<file path="src/rtl/vga_scanout_pkg.sv">
// Shared timing constants and colour type for the VGA frame-buffer scan-out.
package vga_scanout_pkg;

  localparam int unsigned H_FP    = 16;
  localparam int unsigned H_SYNC  = 96;
  localparam int unsigned H_BP    = 48;
  localparam int unsigned V_FP    = 10;
  localparam int unsigned V_SYNC  = 2;
  localparam int unsigned V_BP    = 33;
  localparam int unsigned H_TOTAL = 800;
  localparam int unsigned V_TOTAL = 525;
  localparam int unsigned FB_W    = 160;
  localparam int unsigned FB_H    = 120;

  typedef logic [2:0] colour_t;

  function automatic logic [9:0] expand_bit(input logic b);
    return {10{b}};
  endfunction

endpackage

</file>
<file path="src/rtl/vga_scan_timing.sv">
// Pixel-enable generator, h/v scan counters and raw (undelayed) sync/visible flags.
module vga_scan_timing
  import vga_scanout_pkg::*;
#(
  parameter int unsigned H_VIS = 640,
  parameter int unsigned V_VIS = 480
) (
  input  logic       clk_i,
  input  logic       rst_ni,
  output logic       pix_ce_o,
  output logic [9:0] h_cnt_o,
  output logic [9:0] v_cnt_o,
  output logic       vis_o,
  output logic       hs_o,
  output logic       vs_o,
  output logic       origin_o
);

  localparam logic [9:0] H_VIS_L  = 10'(H_VIS);
  localparam logic [9:0] V_VIS_L  = 10'(V_VIS);
  localparam logic [9:0] H_LAST   = 10'(H_VIS + H_FP + H_SYNC + H_BP - 1);
  localparam logic [9:0] V_LAST   = 10'(V_VIS + V_FP + V_SYNC + V_BP - 1);
  localparam logic [9:0] HS_BEG   = 10'(H_VIS + H_FP);
  localparam logic [9:0] HS_END   = 10'(H_VIS + H_FP + H_SYNC);
  localparam logic [9:0] VS_BEG   = 10'(V_VIS + V_FP);
  localparam logic [9:0] VS_END   = 10'(V_VIS + V_FP + V_SYNC);

  logic       pix_ce_q, pix_ce_d;
  logic [9:0] h_cnt_q, h_cnt_d;
  logic [9:0] v_cnt_q, v_cnt_d;

  always_comb begin
    pix_ce_d = ~pix_ce_q;
    h_cnt_d  = h_cnt_q;
    v_cnt_d  = v_cnt_q;
    if (pix_ce_q) begin
      if (h_cnt_q == H_LAST) begin
        h_cnt_d = '0;
        v_cnt_d = (v_cnt_q == V_LAST) ? '0 : v_cnt_q + 10'd1;
      end else begin
        h_cnt_d = h_cnt_q + 10'd1;
      end
    end
  end

  always_ff @(posedge clk_i or negedge rst_ni) begin
    if (!rst_ni) begin
      pix_ce_q <= 1'b0;
      h_cnt_q  <= '0;
      v_cnt_q  <= '0;
    end else begin
      pix_ce_q <= pix_ce_d;
      h_cnt_q  <= h_cnt_d;
      v_cnt_q  <= v_cnt_d;
    end
  end

  assign pix_ce_o = pix_ce_q;
  assign h_cnt_o  = h_cnt_q;
  assign v_cnt_o  = v_cnt_q;
  assign vis_o    = (h_cnt_q < H_VIS_L) && (v_cnt_q < V_VIS_L);
  assign hs_o     = !((h_cnt_q >= HS_BEG) && (h_cnt_q < HS_END));
  assign vs_o     = !((v_cnt_q >= VS_BEG) && (v_cnt_q < VS_END));
  assign origin_o = (h_cnt_q == '0) && (v_cnt_q == '0);

endmodule

</file>
<file path="src/rtl/vga_scanout.sv">
// 640x480@60 VGA scan-out of a 160x120 3-bit frame buffer with a two-pixel output pipeline.
// Optional colour-bar generator selected by test_mode when VGA_SCANOUT_TEST_PATTERN_EN is defined.
module vga_scanout
  import vga_scanout_pkg::*;
#(
  parameter int unsigned H_VIS       = 640,
  parameter int unsigned V_VIS       = 480,
  parameter int unsigned SCALE_SHIFT = 2
) (
  input  logic        CLOCK_50,
  input  logic        reset_n,
  output logic [14:0] mem_addr,
  input  logic [2:0]  mem_q,
  input  logic        test_mode,
  output logic        frame_start,
  output logic        VGA_CLK,
  output logic        VGA_HS,
  output logic        VGA_VS,
  output logic        VGA_BLANK_N,
  output logic        VGA_SYNC_N,
  output logic [9:0]  VGA_R,
  output logic [9:0]  VGA_G,
  output logic [9:0]  VGA_B
);

  logic       pix_ce;
  logic [9:0] h_cnt, v_cnt;
  logic       vis, hs, vs, origin;

  vga_scan_timing #(
    .H_VIS (H_VIS),
    .V_VIS (V_VIS)
  ) u_timing (
    .clk_i    (CLOCK_50),
    .rst_ni   (reset_n),
    .pix_ce_o (pix_ce),
    .h_cnt_o  (h_cnt),
    .v_cnt_o  (v_cnt),
    .vis_o    (vis),
    .hs_o     (hs),
    .vs_o     (vs),
    .origin_o (origin)
  );

  logic [7:0] bx;
  logic [6:0] by;
  assign bx = 8'(h_cnt >> SCALE_SHIFT);
  assign by = 7'(v_cnt >> SCALE_SHIFT);

  // Stage 1: address plus the flags that must travel alongside it.
  logic [14:0] mem_addr_q, mem_addr_d;
  logic        vis1_q, hs1_q, vs1_q, fs1_q;

  always_comb begin
    mem_addr_d = mem_addr_q;
    if (vis) begin
      mem_addr_d = 15'(({9'd0, by} << 7) + ({9'd0, by} << 5) + {8'd0, bx});
    end
  end

  always_ff @(posedge CLOCK_50 or negedge reset_n) begin
    if (!reset_n) begin
      mem_addr_q <= '0;
      vis1_q     <= 1'b0;
      hs1_q      <= 1'b1;
      vs1_q      <= 1'b1;
      fs1_q      <= 1'b0;
    end else if (pix_ce) begin
      mem_addr_q <= mem_addr_d;
      vis1_q     <= vis;
      hs1_q      <= hs;
      vs1_q      <= vs;
      fs1_q      <= origin;
    end
  end

  colour_t col;

`ifdef VGA_SCANOUT_TEST_PATTERN_EN
  logic [2:0] bar_q;

  always_ff @(posedge CLOCK_50 or negedge reset_n) begin
    if (!reset_n) begin
      bar_q <= '0;
    end else if (pix_ce) begin
      bar_q <= bx[7:5];
    end
  end

  always_comb begin
    col = colour_t'(mem_q);
    if (test_mode) col = bar_q;
  end
`else
  logic unused_test_mode;
  assign unused_test_mode = test_mode;

  always_comb begin
    col = colour_t'(mem_q);
  end
`endif

  // Stage 2: mem_q has been valid for a cycle by the next pix_ce, so colour and syncs land together.
  logic [9:0] r_q, g_q, b_q, r_d, g_d, b_d;
  logic       hs2_q, vs2_q, blank_n_q, frame_start_q, vga_clk_q;

  always_comb begin
    r_d = '0;
    g_d = '0;
    b_d = '0;
    if (vis1_q) begin
      r_d = expand_bit(col[2]);
      g_d = expand_bit(col[1]);
      b_d = expand_bit(col[0]);
    end
  end

  always_ff @(posedge CLOCK_50 or negedge reset_n) begin
    if (!reset_n) begin
      r_q           <= '0;
      g_q           <= '0;
      b_q           <= '0;
      hs2_q         <= 1'b1;
      vs2_q         <= 1'b1;
      blank_n_q     <= 1'b0;
      frame_start_q <= 1'b0;
      vga_clk_q     <= 1'b0;
    end else begin
      vga_clk_q     <= ~pix_ce;
      frame_start_q <= pix_ce & fs1_q;
      if (pix_ce) begin
        r_q       <= r_d;
        g_q       <= g_d;
        b_q       <= b_d;
        hs2_q     <= hs1_q;
        vs2_q     <= vs1_q;
        blank_n_q <= vis1_q;
      end
    end
  end

  assign mem_addr    = mem_addr_q;
  assign frame_start = frame_start_q;
  assign VGA_CLK     = vga_clk_q;
  assign VGA_HS      = hs2_q;
  assign VGA_VS      = vs2_q;
  assign VGA_BLANK_N = blank_n_q;
  assign VGA_SYNC_N  = 1'b1;
  assign VGA_R       = r_q;
  assign VGA_G       = g_q;
  assign VGA_B       = b_q;

endmodule

</file>
<file path="config.mk">
export PLATFORM = sky130hd
export DESIGN_NAME = vga_scanout
export DESIGN_NICKNAME = d
export VERILOG_FILES = /design/src/rtl/vga_scanout_pkg.sv /design/src/rtl/vga_scan_timing.sv /design/src/rtl/vga_scanout.sv
export SDC_FILE = /design/constraint.sdc
export NUM_CORES = 1
export LEC_CHECK = 0
export ABC_AREA = 0
export BUFFER_PORTS_ARGS = -buffer_cell sky130_fd_sc_hd__buf_2
export CORE_MARGIN = 2
export CORE_UTILIZATION = 59
export CTS_CLUSTER_SIZE = 16
export DETAILED_ROUTE_END_ITERATION = 16
export GPL_TIMING_DRIVEN = 0
export PLACE_DENSITY_LB_ADDON = 0.08
export SLEW_MARGIN = 10
export SYNTH_ARGS = -nofsm -noshare
export SYNTH_HDL_FRONTEND = slang
export SYNTH_SLANG_ARGS = --single-unit
export TNS_END_PERCENT = 5
</file>
<file path="constraint.sdc">
create_clock -name CLOCK_50 -period 4.1 [get_ports CLOCK_50]
set_input_delay 1.025 -clock CLOCK_50 [delete_from_list [all_inputs] [get_ports CLOCK_50]]
set_output_delay 1.025 -clock CLOCK_50 [all_outputs]
set_load 0.02 [all_outputs]
</file>
Word level (Yosys, flattened, before mapping)
Cells that the tools add are included.
{"block": "classes", "add_sub_neg": 4, "n_lt_le_gt_ge": 6, "n_eq_ne": 2, "n_mux": 5, "n_bitwise": 2, "reduce_logical": 10}
{"cell": "$mux W10", "n": 5}
{"cell": "$add A10 B1 Y10 const B", "n": 2}
{"cell": "$eq A10 B10 Y1 const B", "n": 2}
{"cell": "$logic_not A10 Y1", "n": 2}
{"cell": "$lt A10 B10 Y1 const B", "n": 2}
{"cell": "$lt A10 B9 Y1 const B", "n": 2}
{"cell": "$add A14 B12 Y15", "n": 1}
{"cell": "$add A15 B8 Y15", "n": 1}
{"cell": "$ge A10 B10 Y1 const B", "n": 1}
{"cell": "$ge A10 B9 Y1 const B", "n": 1}
{"cell": "$logic_and A1 B1 Y1", "n": 4}
{"cell": "$reduce_and A2 Y1", "n": 2}
{"cell": "$logic_not A1 Y1", "n": 2}
{"cell": "$and A1 B1 Y1", "n": 1}
{"cell": "$not A1 Y1", "n": 1}
{"block": "word_totals", "register_bits": 74, "in_bits": 6, "out_inout_bits": 51, "word_cells": 44}

Longest topological paths before layout
Gate-level depths: netlist (run 1).
{"block": "depth", "word_depth": 3, "ltp_mapped": 9, "depth_no_buf": 8}

Modules after synthesis
From an unflattened synthesis (run 1), not the netlist that was laid out.
{"block": "unflattened", "hier_cells": 273, "area_unflattened_um2": 2827.7}
{"module": "vga_scanout", "instances": 1, "cells_per_inst": 147, "area_per_inst_um2": 1662.8, "seq_area_each_um2": 680.7}
{"module": "vga_scan_timing", "instances": 1, "cells_per_inst": 126, "area_per_inst_um2": 1164.9, "seq_area_each_um2": 525.5}

Worst setup path before layout (run 1)
No wires, ideal clock.
{"block": "synth_path", "path_kind": "flip-flop to flip-flop", "from": "register u_timing.v_cnt_q[2], in the netlist u_timing.v_cnt_o[2]", "to": "register mem_addr_q[13], in the netlist mem_addr[13]", "setup_ns": 0.069, "t_arrival_ns": 2.373, "required_ns": 4.031, "slack_ns": 1.658, "stages_incl_launch_ff": 10, "path_buffers": 1, "period_less_slack_ns": 2.442, "path_cell_list": "dfrtp_1 -> clkbuf_1 -> inv_1 -> fa_1 -> inv_1 -> ha_1 -> a21o_1 -> a21o_1 -> or4_1 -> nand3_1"}
{"block": "synth_between", "elab_chain_cells": 3, "word_cells_on_any_way": 5, "cone_classes": "add/sub: 2; order compare: 1; reduce/logical: 2"}
{"element": "start: declaration", "line": "vga_scan_timing.sv:30", "text": "logic [9:0] v_cnt_q, v_cnt_d;"}
{"element": "start signal: assignment", "line": "vga_scan_timing.sv:54", "text": "v_cnt_q <= v_cnt_d;"}
{"element": "branches (longest 3 deep; another with $add A14 B12 Y15)"}
{"element": "end signal: assignment", "line": "vga_scanout.sv:69", "text": "mem_addr_q <= mem_addr_d;"}
{"element": "end: declaration", "line": "vga_scanout.sv:51", "text": "logic [14:0] mem_addr_q, mem_addr_d;"}
Parallel ways; which one is timed is not known.
A chain may end at the register's enable or synchronous reset.

Final worst setup path (run 1)
Ends and elaborated chain as after synthesis.

==> key figures, run 1 <==
Run status
  • Status: complete, no violations

Layout
  • Fraction of layout cells with a size suffix above 1: 29.9%
  • Area delta synth->final: 15.6%
  • Number of nets in the layout: roughly 390
  • Sequential cell area: roughly 1200 um^2
  • Number of fill cells: 386
  • Area of the multi-input gates: about 1300 um^2
  • Number of non-filler instances in the completed layout: 419
  • Antenna diode count: 0

Global routing
  • Vias in the first global route: 2075
  • First-pass GRT wire length: 9440 um
  • Overall routing resource usage: 22.5%
  • Leftover overflow at the end of global routing: 0
  • Initial antenna violation count: 0
  • Pin count of the biggest net entering global routing: 48

Floorplan
  • Die H: ~73 um
  • Die ar.: 5380 um^2
  • Number of placement rows: 25
  • Initial cell density of the core: 60.4%
  • Core ar.: 4690 um^2
  • I/O pins: 57
  • Die Wd: between 70 and 80 um

Routing
  • Routed vias: 2238
  • Post-detailed-route DRC marker count: 0
  • First-pass iteration count of the detailed router: 4
  • Overall routed net length: 5520 um
  • Via-per-instance ratio: 5.34
  • DRC violation total after the first TritonRoute iteration: 85
  • Number of routed nets with antenna violations: 0
  • Routed length per placed instance: 13.2 um

Power
  • Static leakage power: 1.71 nW
  • Power density over the cells: 256 nW/um^2
  • Worst-case vdd ir drop: 0.000163 V
  • Power consumption: 839 uW

Setup path
  • Nature of the critical path startpoint: flop
  • Largest fanout on the critical path: 9
  • Cell type of the slowest stage on the worst timing path: sky130_fd_sc_hd__fa_1
  • Reg-to-reg startpoint: u_timing.v_cnt_o[2]
  • CP max stage delay: 570 ps
  • Capturing element type of the critical path: flop
  • Cells along the critical path: clkbuf_1 > inv_1 > fa_1 > inv_1 > ha_1 > a21o_1 > a21o_1 > or4_1 > nand3_1
  • Stages on the worst setup path: 9
  • Worst path arrival time: around 3000 ps
  • Buffers plus inverters on the worst setup path: 3
  • Critical Path RT: 4330 ps
  • R2r setup slk: about 1400 ps
  • Gate family responsible for the most delay along the worst path: adder cells
  • Setup crit start: u_timing.v_cnt_o[2]
  • Worst Setup Path Type: reg2reg
  • Number of cells on the worst reg-to-reg path: 9

STA
  • Worst setup skew after layout: 5.36 ps
  • Final total negative setup slack: 0 ps
  • Worst slew pin tran: 993 ps
  • Post-route fraction of the period consumed by the critical path: 66.0%
  • Crit path time final: 2710 ps
  • Setup repair after global routing missed its margin: no
  • Total count of hold-check failures in the final report: 0
  • Maximum operating frequency: 369 MHz
  • Normalized max-slew margin: about a third
  • Final hold slack: 476 ps
  • Final max-slew violation count: 0
  • Setup Viol. Count Final: 0

CTS
  • PostCTS Resize Cnt: 0
  • Clock tree root buffer cell: sky130_fd_sc_hd__clkbuf_8
  • Buffer levels on the longest clock path: 2
  • TritonCTS Buffers: 5
  • Reg clk slew, reported paths: 80 ps
  • Clock Latency Late Sink: 300 ps
  • CTS hold repair buffers: 0
  • Maximum level of the CTS H-tree: 2
  • Sinks on the clock net: 47
  • Buffers inserted during post-CTS setup optimization: 0
  • Clock tree from TritonCTS: done

Logic synthesis
  • Net count after synthesis: 328
  • Share of Yosys cell area claimed by the top area cell type: between 30% and 40%
  • Number of synthesized flops with an enable pin: 0
  • Average cell area after synthesis: 9.36 um^2
  • Cell with the most instances after synthesis: sky130_fd_sc_hd__nand2_1
  • Synth top cells by count: sky130_fd_sc_hd__nand2_1, sky130_fd_sc_hd__dfrtp_1, sky130_fd_sc_hd__buf_4
  • Commonest register cell after synthesis: sky130_fd_sc_hd__dfrtp_1
  • Top post-synthesis cells by area: sky130_fd_sc_hd__dfrtp_1, sky130_fd_sc_hd__ha_1, sky130_fd_sc_hd__buf_4
  • Synthesized flop and latch total: 47
  • Summed instance area of the synthesized netlist: around 2800 um^2
  • Cell type contributing the most total cell area after synthesis: sky130_fd_sc_hd__dfrtp_1
  • Number of warnings reported in the yosys synthesis log: 0
  • Synth unique cells: 50
  • Proportion of register bits with asynchronous set or reset after synthesis: 100%
  • Syn Inst Count: 303
  • Portion of the post-synthesis area used by sequential elements: a little over two fifths

Hold path
  • Class of the worst hold path: reg2reg
  • Startpoint of the worst hold path: mem_addr[9]
  • Instance count along the most critical hold path: 2

Placement
  • Sum of net half-perimeters after detailed placement: 4090 um
  • Placed cell count: 411
  • Port-buffer cells: 54
  • Placer congestion estimate: 0.844

Run
  • Number of maximum-capacitance constraint violations: 0
registers in the layout, indices dropped and copies added (netlist names):
register           cells
VGA_B                  1
VGA_BLANK_N            1
VGA_G                  1
VGA_HS                 1
VGA_R                  1
VGA_VS                 1
frame_start            1
fs1_q                  1
hs1_q                  1
mem_addr              15
u_timing.h_cnt_o      10
u_timing.pix_ce_o      1
u_timing.v_cnt_o      10
vis1_q                 1
vs1_q                  1
routing by layer:
metal  routed length (um)  part of all wire (%)  GRT usage [%]  vias up
met5                    0                     0              0        -
met4                   70                   1.3           7.27        0
li1                     -                     -              -     1127
met3                  274                   5.0           4.25        7
met1                 2700                    49           31.5     1043
met2                 2480                    45           35.5       61
layout make-up:
| type | instances | area share (%) |
|---|---|---|
| Multi-Input combinational cell | 195 | 39.6 |
| Sequential cell | 47 | 36.0 |
| Buffer | 41 | 8.55 |
| Timing Repair Buffer | 54 | 8.25 |
| Clock buffer | 7 | 2.94 |
| Inverter | 20 | 2.29 |
| Tap cell | 54 | 2.06 |
| Clock inverter | 1 | 0.229 |
path summary, 6_finish.rpt:
check | endpoint
worst max-delay path | mem_addr[13]
worst min-delay path | mem_addr[9]
worst max register to register | mem_addr[13]
worst min register to register | mem_addr[9]
max in group asynchronous | u_timing.h_cnt_o[0]
min in group asynchronous | mem_addr[12]
where the power goes:
group          total (mW)  internal [mW]  switching [mW]
Sequential          0.469          0.465         0.00397
Clock               0.305          0.153           0.151
Combinational      0.0661         0.0285          0.0376
Total               0.839          0.647           0.193
through the flow:
stage	util [%]	setup slack, ps	instance area, um^2
6_report	69.8	1390	3280
5_1_grt	69.8	1230	3280
4_1_cts	69.8	1400	3280
3_5_place_dp	67.6	1420	3170
3_3_place_gp	67.6	1460	3170
2_1_floorplan	-	1660	2840
layout by cell type, fill, tap and decap left out, types with 3 or more instances in the layout:
master                     instances
sky130_fd_sc_hd__xor2_1            6
sky130_fd_sc_hd__ha_1             17
sky130_fd_sc_hd__nand4_1           7
sky130_fd_sc_hd__dfrtp_1          43
sky130_fd_sc_hd__nor2_1           11
sky130_fd_sc_hd__buf_2            58
sky130_fd_sc_hd__nor4_1            4
sky130_fd_sc_hd__and4_1            4
sky130_fd_sc_hd__clkbuf_1          5
sky130_fd_sc_hd__dfstp_2           4
sky130_fd_sc_hd__o21a_1            3
sky130_fd_sc_hd__a21o_1            4
sky130_fd_sc_hd__nor3_1            6
sky130_fd_sc_hd__a21oi_1           8
sky130_fd_sc_hd__buf_4            28
sky130_fd_sc_hd__xnor2_1           7
sky130_fd_sc_hd__and3_1            5
sky130_fd_sc_hd__or3_1             3
sky130_fd_sc_hd__mux2_2            3
sky130_fd_sc_hd__clkbuf_8          7
sky130_fd_sc_hd__nand2_1          44
sky130_fd_sc_hd__o21ai_0          17
sky130_fd_sc_hd__nand3_1          15
sky130_fd_sc_hd__inv_1            20
tightest hold or removal path: stages (launching register included):
cell                      delay, ps
sky130_fd_sc_hd__dfrtp_1        340
sky130_fd_sc_hd__nand2_1         40
sky130_fd_sc_hd__o21ai_0         60
cell families (layout without fill, tap and decap cells):
group / count (synthesis) / after routing / synth area share (%)
xor+xnor: 13 / 13 / 4.02
buf+inv: 61 / 123 / 12.5
fa+ha+maj: 19 / 19 / 8.91
compound gates: 44 / 44 / 9.58
simple gates: 114 / 114 / 21.6
other cells: 1 / 1 / 0.132
flops: 47 / 47 / 41.7
mux: 4 / 4 / 1.54
Power figures use the tool's default switching activity.
==> run 2: changes to the inputs <==
--- a/config.mk
+++ b/config.mk
@@ -5,10 +5,10 @@
 export SDC_FILE = /design/constraint.sdc
 export NUM_CORES = 1
 export LEC_CHECK = 0
-export ABC_AREA = 0
+export ABC_AREA = 1
 export BUFFER_PORTS_ARGS = -buffer_cell sky130_fd_sc_hd__buf_2
 export CORE_MARGIN = 2
-export CORE_UTILIZATION = 59
+export CORE_UTILIZATION = 50
 export CTS_CLUSTER_SIZE = 16
 export DETAILED_ROUTE_END_ITERATION = 16
 export GPL_TIMING_DRIVEN = 0
==> constraint.sdc (replaced) <==
create_clock -name CLOCK_50 -period 2.3 [get_ports CLOCK_50]
set_input_delay 0.575 -clock CLOCK_50 [delete_from_list [all_inputs] [get_ports CLOCK_50]]
set_output_delay 0.575 -clock CLOCK_50 [all_outputs]
set_load 0.02 [all_outputs]
==> run 2 against run 1 <==
Worst hold slack worse by 27 ps. Clock skew up 7.0 ps. Die area up 22%. Non-clock buffer count down 4. Count of clock-buffer cells in the layout unchanged. Via count up 10%. Synthesized cell count up 23%. Combinational power up 80%. Critical path depth unchanged. Largest cell class unchanged.
==> key figures, run 2 <==
Run
  • Number of maximum-capacitance constraint violations: 0 (unchanged)

Routing
  • First-pass iteration count of the detailed router: 4 (unchanged)
  • Routed vias: 2463 (was 2238)
  • Number of routed nets with antenna violations: 0 (unchanged)
  • Post-detailed-route DRC marker count: 0 (unchanged)
  • DRC violation total after the first TritonRoute iteration: 160 (was 85)
  • Via-per-instance ratio: 4.81 (was 5.34)
  • Routed length per placed instance: 12.4 um (was 13.2 um)
  • Overall routed net length: 6330 um (was 5520 um)

Placement
  • Sum of net half-perimeters after detailed placement: 4730 um (was 4090 um)
  • Port-buffer cells: 54 (unchanged)
  • Placer congestion estimate: 0.889 (was 0.844)
  • Placement-stage worst setup slack: -9.81 ps (was 1420 ps)

STA
  • Post-route fraction of the period consumed by the critical path: 95.6% (was 66.0%)
  • Total count of hold-check failures in the final report: 0 (unchanged)
  • Maximum operating frequency: 455 MHz (was 369 MHz)
  • Setup Viol. Count Final: 0 (unchanged)
  • Final hold slack: 448 ps (was 476 ps)
  • Crit path time final: 2200 ps (was 2710 ps)
  • Fin worst setup slack: 102 ps (was 1390 ps)
  • Final max-slew violation count: 0 (unchanged)
  • Worst setup skew after layout: 12.4 ps (was 5.36 ps)
  • Worst slew pin tran: 1040 ps (was 993 ps)
  • Normalized max-slew margin: 30.5% (was 33.8%)

Logic synthesis
  • Number of warnings reported in the yosys synthesis log: 0 (unchanged)
  • Summed instance area of the synthesized netlist: 2960 um^2 (was 2840 um^2)
  • Synthesized flop and latch total: 47 (unchanged)
  • Number of synthesized flops with an enable pin: 0 (unchanged)
  • Average cell area after synthesis: 7.92 um^2 (was 9.36 um^2)
  • Syn Inst Count: 374 (was 303)
  • Proportion of register bits with asynchronous set or reset after synthesis: 100% (unchanged)
  • Synth top cells by count: sky130_fd_sc_hd__nand2_1, sky130_fd_sc_hd__dfrtp_1, sky130_fd_sc_hd__inv_1 (was sky130_fd_sc_hd__nand2_1, sky130_fd_sc_hd__dfrtp_1, sky130_fd_sc_hd__buf_4)
  • Synth unique cells: 33 (was 50)
  • Share of Yosys cell area claimed by the top area cell type: 36.3% (was 38.0%)
  • Cell with the most instances after synthesis: sky130_fd_sc_hd__nand2_1 (unchanged)
  • Cell type contributing the most total cell area after synthesis: sky130_fd_sc_hd__dfrtp_1 (unchanged)
  • Portion of the post-synthesis area used by sequential elements: 39.9% (was 41.7%)
  • Commonest register cell after synthesis: sky130_fd_sc_hd__dfrtp_1 (unchanged)
  • Net count after synthesis: 399 (was 328)
  • Top post-synthesis cells by area: sky130_fd_sc_hd__dfrtp_1, sky130_fd_sc_hd__nand2_1, sky130_fd_sc_hd__buf_4 (was sky130_fd_sc_hd__dfrtp_1, sky130_fd_sc_hd__ha_1, sky130_fd_sc_hd__buf_4)

Layout
  • Most frequent standard cell in the layout excluding fill and tap cells: sky130_fd_sc_hd__nand2_1 (was sky130_fd_sc_hd__buf_2)
  • Antenna diode count: 0 (unchanged)
  • Area delta synth->final: 16.4% (was 15.6%)
  • Number of nets in the layout: 461 (was 389)
  • Fraction of layout cells with a size suffix above 1: 28.4% (was 29.9%)
  • Flip-flop count of the largest register, all copies and words added: 15 (unchanged)
  • Most frequent cells in the layout: sky130_fd_sc_hd__nand2_1, sky130_fd_sc_hd__buf_2, sky130_fd_sc_hd__dfrtp_1 (was sky130_fd_sc_hd__buf_2, sky130_fd_sc_hd__nand2_1, sky130_fd_sc_hd__dfrtp_1)

Floorplan
  • I/O pins: 57 (unchanged)
  • Number of placement rows: 28 (was 25)
  • Die Wd: 80.9 um (was 73.3 um)
  • Die ar.: 6550 um^2 (was 5380 um^2)
  • Die H: 80.9 um (was 73.3 um)
  • Core ar.: 5820 um^2 (was 4690 um^2)
  • Initial cell density of the core: 50.9% (was 60.4%)

Power
  • Static leakage power: 1.90 nW (was 1.71 nW)
  • Worst-case vdd ir drop: 0.000262 V (was 0.000163 V)
  • Power density over the cells: 441 nW/um^2 (was 256 nW/um^2)

Setup path
  • Largest fanout on the critical path: 8 (was 9)
  • Capturing element type of the critical path: flop (unchanged)
  • Critical Path RT: 2490 ps (was 4330 ps)
  • Nature of the critical path startpoint: flop (unchanged)
  • Worst path arrival time: 2390 ps (was 2940 ps)
  • Worst Setup Path Type: reg2reg (unchanged)

Global routing
  • Leftover overflow at the end of global routing: 0 (unchanged)
  • Initial antenna violation count: 0 (unchanged)
  • Overall routing resource usage: 20.5% (was 22.5%)
  • Vias in the first global route: 2189 (was 2075)
  • First-pass GRT wire length: 10300 um (was 9440 um)
  • Pin count of the biggest net entering global routing: 48 (unchanged)

CTS
  • Maximum level of the CTS H-tree: 2 (unchanged)
  • Clock tree from TritonCTS: done (unchanged)
  • CTS hold repair buffers: 0 (unchanged)
  • Clock Latency Late Sink: 310 ps (was 300 ps)
  • Buffer levels on the longest clock path: 2 (unchanged)
  • Reg clk slew, reported paths: 90 ps (was 80 ps)
  • TritonCTS Buffers: 5 (unchanged)
  • Sinks on the clock net: 47 (unchanged)
  • Clock tree root buffer cell: sky130_fd_sc_hd__clkbuf_8 (unchanged)

Run status
  • Status: complete, no violations (unchanged)

Hold path
  • Class of the worst hold path: in2async (was reg2reg)
[run 2: area by class of cell]
class,count,area (um^2)
fillers,565,2370
multi-input cells,252,1370
well taps,75,93.8
clock inverters,1,7.51
inverters,39,149
flip-flops and latches,47,1180
repair buffers,55,278
plain buffers,36,275
clock buffers,7,96.3
[run 2: critical path, cell delays in order, from the launching register on]
cell	delay, ps
sky130_fd_sc_hd__dfrtp_1	390
sky130_fd_sc_hd__clkbuf_4	170
sky130_fd_sc_hd__inv_1	110
sky130_fd_sc_hd__fa_2	480
sky130_fd_sc_hd__fa_2	420
sky130_fd_sc_hd__inv_1	80
sky130_fd_sc_hd__nand3_1	60
sky130_fd_sc_hd__nand3_1	120
sky130_fd_sc_hd__xnor2_1	160
sky130_fd_sc_hd__o21ai_1	80
[run 2: per-layer routing]
layer,routed length [um],GRT usage (%)
met1,3070,29.0
met2,2860,31.6
met3,315,4.44
met4,76,6.10
met5,0,0
[run 2: logic make-up (layout without fill, tap and decap cells)]
kind of cell	count (synthesis)	after routing	synth area share, %
other	1	1	0.127
buffers and inverters	75	138	14.2
flip-flops	47	47	39.9
XOR/XNOR	9	9	2.66
AND/OR/NAND/NOR	197	197	29.5
AO/OA/AOI/OAI	26	26	5.07
adder cells (fa/ha/maj)	19	19	8.54
[run 2: worst paths after layout]
kind | endpoint | slack, ps | cells after the start | from
worst min register to register | frame_start | 470 | 2 | fs1_q
worst min-delay path | mem_addr[14] | 450 | 1 | reset_n
max in group asynchronous | u_timing.v_cnt_o[4] | 1140 | 1 | reset_n
min in group CLOCK_50 | frame_start | 470 | 2 | fs1_q
worst max register to register | mem_addr[10] | 100 | 9 | u_timing.v_cnt_o[2]
worst max-delay path | mem_addr[10] | 100 | 9 | u_timing.v_cnt_o[2]
[run 2: where the power goes]
group | internal, mW | leakage (nW) | switching [mW] | total, mW
Sequential | 0.829 | 0.600 | 0.00755 | 0.836
Clock | 0.274 | 0.0505 | 0.291 | 0.565
Combinational | 0.0505 | 1.25 | 0.0687 | 0.119
Total | 1.15 | 1.90 | 0.367 | 1.52
[run 2: per-stage QoR]
step | TNS, ps | instances | cell area, um^2 | utilization [%] | power [mW]
floorplan | 0 | 374 | 2960 | - | 0.927
global placement | 0 | 503 | 3320 | 57.2 | 0.971
detailed placement | -9.81 | 503 | 3320 | 57.2 | 0.974
CTS | 0 | 511 | 3430 | 59.0 | 1.54
global route | -19.1 | 512 | 3450 | 59.3 | 1.59
finish | 0 | 512 | 3450 | 59.3 | 1.52
[run 2: what timing repair did]
action / in CTS / in global routing
pin swaps: 0 / 1
endpoints found under the hold margin: 0 / 0
gates resized for setup: 2 / 4
buffers inserted: 0 / 1
endpoints found under the setup margin: 2 / 4
cloned: 0 / 0
